<file path="src/rtl/gray_sync_decoder.sv">
// gray_sync_decoder
// Destination-domain consumer for a gray-coded count. Brings the asynchronous
// gray bus into clk through a STAGES-deep synchronizer, converts it to binary
// and reports the per-cycle advance (step, delta).
// Optional multi-bit-change checker enabled by defining GRAY_SYNC_CHECK_EN;
// without it err is tied low and err_clr is ignored.
module gray_sync_decoder #(
    parameter int unsigned WIDTH  = 4,
    parameter int unsigned STAGES = 2
) (
    input  logic             clk,
    input  logic             reset,
    input  logic [WIDTH-1:0] gray_in,
    input  logic             err_clr,
    output logic [WIDTH-1:0] gray_out,
    output logic [WIDTH-1:0] bin_out,
    output logic             step,
    output logic [WIDTH-1:0] delta,
    output logic             err
);

    logic [WIDTH-1:0] sync_q [STAGES];
    logic [WIDTH-1:0] sync_last;

    logic [WIDTH-1:0] gray_q, gray_d;
    logic [WIDTH-1:0] bin_q, bin_d;
    logic [WIDTH-1:0] delta_q, delta_d;
    logic             step_q, step_d;

    // Gray to binary: each binary bit is the XOR of all gray bits at or above it.
    function automatic logic [WIDTH-1:0] g2b(input logic [WIDTH-1:0] g);
        logic [WIDTH-1:0] b;
        b            = '0;
        b[WIDTH-1]   = g[WIDTH-1];
        for (int unsigned i = 1; i < WIDTH; i++) begin
            b[WIDTH-1-i] = b[WIDTH-i] ^ g[WIDTH-1-i];
        end
        return b;
    endfunction

    assign sync_last = sync_q[STAGES-1];

    // Plain flop chain from the asynchronous bus; no logic between stages.
    always_ff @(posedge clk or posedge reset) begin
        if (reset) begin
            for (int unsigned k = 0; k < STAGES; k++) begin
                sync_q[k] <= '0;
            end
        end else begin
            sync_q[0] <= gray_in;
            for (int unsigned k = 1; k < STAGES; k++) begin
                sync_q[k] <= sync_q[k-1];
            end
        end
    end

    // Next output values derived from the last synchronizer stage.
    always_comb begin
        gray_d  = sync_last;
        bin_d   = g2b(sync_last);
        step_d  = (sync_last != gray_q);
        // Equal gray implies equal binary, so delta is naturally 0 without a step.
        delta_d = bin_d - bin_q;
    end

    // Output register: gray, binary, step and delta update together.
    always_ff @(posedge clk or posedge reset) begin
        if (reset) begin
            gray_q  <= '0;
            bin_q   <= '0;
            step_q  <= 1'b0;
            delta_q <= '0;
        end else begin
            gray_q  <= gray_d;
            bin_q   <= bin_d;
            step_q  <= step_d;
            delta_q <= delta_d;
        end
    end

    assign gray_out = gray_q;
    assign bin_out  = bin_q;
    assign step     = step_q;
    assign delta    = delta_q;

`ifdef GRAY_SYNC_CHECK_EN
    logic err_q, err_d;
    logic viol;

    // Sticky flag for sampled transitions that flip more than one bit; a new
    // violation takes priority over a simultaneous clear.
    always_comb begin
        viol  = ($countones(sync_last ^ gray_q) > 1);
        err_d = viol | (err_q & ~err_clr);
    end

    // Sticky error register.
    always_ff @(posedge clk or posedge reset) begin
        if (reset) begin
            err_q <= 1'b0;
        end else begin
            err_q <= err_d;
        end
    end

    assign err = err_q;
`else
    logic unused_err_clr;
    assign unused_err_clr = err_clr;
    assign err            = 1'b0;
`endif

endmodule

</file>
<file path="config.mk">
export PLATFORM = sky130hd
export DESIGN_NAME = gray_sync_decoder
export DESIGN_NICKNAME = d
export VERILOG_FILES = /design/src/rtl/gray_sync_decoder.sv
export SDC_FILE = /design/constraint.sdc
export NUM_CORES = 1
export LEC_CHECK = 0
export ABC_AREA = 0
export BUFFER_PORTS_ARGS = -buffer_cell sky130_fd_sc_hd__buf_2
export CORE_MARGIN = 2
export CORE_UTILIZATION = 35
export CTS_CLUSTER_SIZE = 12
export DETAILED_ROUTE_END_ITERATION = 10
export GPL_TIMING_DRIVEN = 0
export PLACE_DENSITY_LB_ADDON = 0.2
export SLEW_MARGIN = 20
export SYNTH_ARGS = -nofsm -noshare
export SYNTH_HDL_FRONTEND = slang
export SYNTH_SLANG_ARGS = --single-unit
</file>
<file path="constraint.sdc">
create_clock -name clk -period 1.9 [get_ports clk]
set_input_delay 0.38 -clock clk [delete_from_list [all_inputs] [get_ports clk]]
set_output_delay 0.38 -clock clk [all_outputs]
set_load 0.01 [all_outputs]
</file>
==> metrics.md <==
| Metric | Value |
|---|---|
| Startpoint Class | flop |
| Reg power frac | 54.1% |
| Skew final | 0.00169 ns |
| Initial core utilization | 36.9% |
| Util after Layout | 45.9% |
| Tcrit/Tclk final | 94.6% |
| Core Region | 1960 um2 |
| Global Route Usage Sum | 8.97% |
| WL per Instance | 9.20 um |
| Minimum clock period | 1.80 ns |
| Area share of the largest cell type after synthesis | 69.2% |
| CTS tree | built |
| Synth Warn # | 0 |
| RSZ-0062 raised after global routing | true |
| IO Count | 21 |
| Die Y | 49.5 um |
| Max IR drop VDD | 0.000538 V |
| CP Max Fanout | 4 |
| Routed wire length | 902 um |
| H-tree depth | 1 |
| Commonest cells post-synth | 20 x dfrtp_1, 6 x inv_1, 5 x xor2_1, 3 x ha_1, 3 x xnor2_1 |
| Power Density | 1040 nW/um2 |
| Syn_area_per_cell | 15.4 um2 |
| Initial antenna violation count | 0 |
| Post-synth cell types | 14 |
| Max Slew Vio Count | 0 |
| Worst-path clk slew | 0.10 ns |
| Switching share of power | 25.8% |
| Vias in the first global route | 380 |
| Pleak | 0.000452 uW |
| Syn nets | 58 |
| CTS Buf Count | 3 |
| Synth area leaders | dfrtp_1 69%, xor2_1 6.1%, ha_1 5.2%, xnor2_1 3.6%, inv_1 3.1% |
| First-pass GRT wire length | 1550 um |
| Int Power | 698 uW |
| Crit Path Category | flop to flop |
| Std cell rows | 16 |
| Routed vias | 398 |
| Post-DP HPWL | 695 um |
| Worst Setup End Kind | flop |
| Critical Path Max Stage Delay | 0.42 ns |
| First-pass iteration count of the detailed router | 3 |
| EDFF count, synth | 0 |
| Most frequent cell after synthesis | dfrtp_1 |
| Total power | 941 uW |
| Area grow syn2layout | 24.6% |
| Remaining DRCs | 0 |
| Routability cong. | 0.736 |
| Via/cell ratio | 4.06 |
| Largest net degree at the start of global routing | 21 |
| Clock Sinks | 20 |
| Seq cells post-synth | 20 |
| Hold Path Class | input pin to asynchronous set/reset pin |
| Gr ovfl total | 0 |
| Syn Std Cell Area | 723 um2 |
| Total Nets Final | 83 |
| Hold slack | 0.186 ns |
| Ant diodes | 0 |
| Slew HR | 52.5% |
| Ratio of cells with drive above 1 in the final layout | 40.8% |
| Actual slew at the worst max-slew pin | 0.712 ns |
| Area after DPL | 847 um2 |
| Psw | 243 uW |
| Die ar. | 2450 um2 |
| Worst Path Arrival | 1.98 ns |
| Cell Chain, Critical Path | xor2_2 -> xnor2_2 -> xor2_1 -> ha_2 -> fa_1 -> xnor2_1 |
| Final non-filler cell area | 901 um2 |
| Starting DRC count in detailed routing | 1 |
| Final hold viol count | 0 |
| Ys async rst share | 100% |
| Die W | 49.5 um |
| Setup TNS | 0 ns |
| Clk buf depth | 2 |
| Area leader, netlist | dfrtp_1 |
| Req. time, crit path | 2.09 ns |
| Clock root buffer | clkbuf_4 |
| Outcome | finished, final reports clean |
| Later-pin clock latency in the skew report | 0.29 ns |
| Post-route ant nets | 0 |
| Cts hold-fix bufs | 0 |
| Max_cap viols | 0 |
| Fmax | 556 MHz |
| Logic gate share of total power | 21.0% |
| Slowest-stage cell, CP | dfrtp_1 |
| Post-Syn Instances | 47 |
| Finish-stage setup viols | 0 |
| Sequential area share after synthesis | 69.2% |
| Ys flop type | dfrtp_1 |
| Port Buf Inserts | 18 |
| Clock share of power | 25.0% |
[power by group through the flow]
stage	registers [uW]	logic, uW	clock network (uW)
floorplan	550	91.8	0
global placement	518	194	0
detailed placement	520	196	0
CTS	510	203	251
global route	516	223	274
finish	509	197	235
[worst max-delay path: cells and delay by family (launching register included)]
family,cells,cell delay [ns]
XOR/XNOR,4,0.69
adder cells (fa/ha/maj),2,0.58
flip-flops,1,0.42
[per-stage QoR]
| step | setup slack [ns] | cells |
|---|---|---|
| floorplan | 0.112 | 47 |
| global placement | -0.00239 | 92 |
| detailed placement | -0.0162 | 92 |
| CTS | 0.0202 | 98 |
| global route | -0.00589 | 98 |
| finish | 0.102 | 98 |
[state kept, by name, summed over array words and instances, names as in the netlist]
signal,count
delta,4
bin_out,4
gray_out,3
step,1
gray_d,4
sync_q,4
[final cells by class]
class,count,area [um2]
fill,217,1060
sequential,20,500
multi-input combinational,19,188
timing repair buffer,20,105
clock buffer,4,36.3
tap,27,33.8
inverter,6,22.5
buffer,2,15.0
[worst paths after layout]
kind                                           from                    to  slack (ns)  cells past startpoint
worst min register to register  sync_q[7]$_DFF_PP0_   gray_d[3]$_DFF_PP0_        0.36                      0
min in group clk                         gray_in[3]   sync_q[7]$_DFF_PP0_        0.19                      1
max in group asynchronous                     reset  bin_out[0]$_DFF_PP0_        1.27                      2
worst max register to register  gray_d[3]$_DFF_PP0_    delta[2]$_DFF_PP0_        0.10                      6
worst min-delay path                          reset   sync_q[4]$_DFF_PP0_        0.19                      2
worst max-delay path            gray_d[3]$_DFF_PP0_    delta[2]$_DFF_PP0_        0.10                      6
[cells in the final DEF (no fill, tap or decap)]
cell type | netlist | routed
clkbuf_4 | 0 | 3
xor2_2 | 1 | 1
dfrtp_1 | 20 | 20
fa_1 | 1 | 1
xnor2_2 | 1 | 1
conb_1 | 1 | 1
inv_1 | 6 | 6
ha_2 | 0 | 1
or4_1 | 1 | 1
ha_1 | 3 | 2
xor2_1 | 5 | 5
clkbuf_8 | 0 | 1
o21ai_0 | 1 | 1
xnor2_1 | 3 | 3
nand2_1 | 1 | 1
buf_4 | 2 | 4
a21oi_1 | 1 | 1
buf_2 | 0 | 18
[per-layer routing]
layer	part of all wire [%]	vias to the layer above	track usage [%]
li1	-	188	-
met1	38	197	9.49
met2	56	13	15.5
met3	6.2	0	1.82
met4	0	0	6.94
met5	0	-	0
[cells by family after synthesis]
logic type                 Yosys count  share of synthesized area, %
AOI/OAI and AO/OA                    2                          1.38
buffers and inverters                8                          5.19
DFF                                 20                          69.2
and+or+nand+nor                      2                          1.56
xor gates and xnor gates            10                          14.2
other                                1                         0.519
adders and majority gates            4                          7.96
[repair_timing]
item,in CTS,in global routing
hold endpoints to repair,0,0
resized for setup,0,1
setup buffers,2,0
pin swaps,1,2
endpoints found under the setup margin,2,3
(Power assumes the default switching activity.)
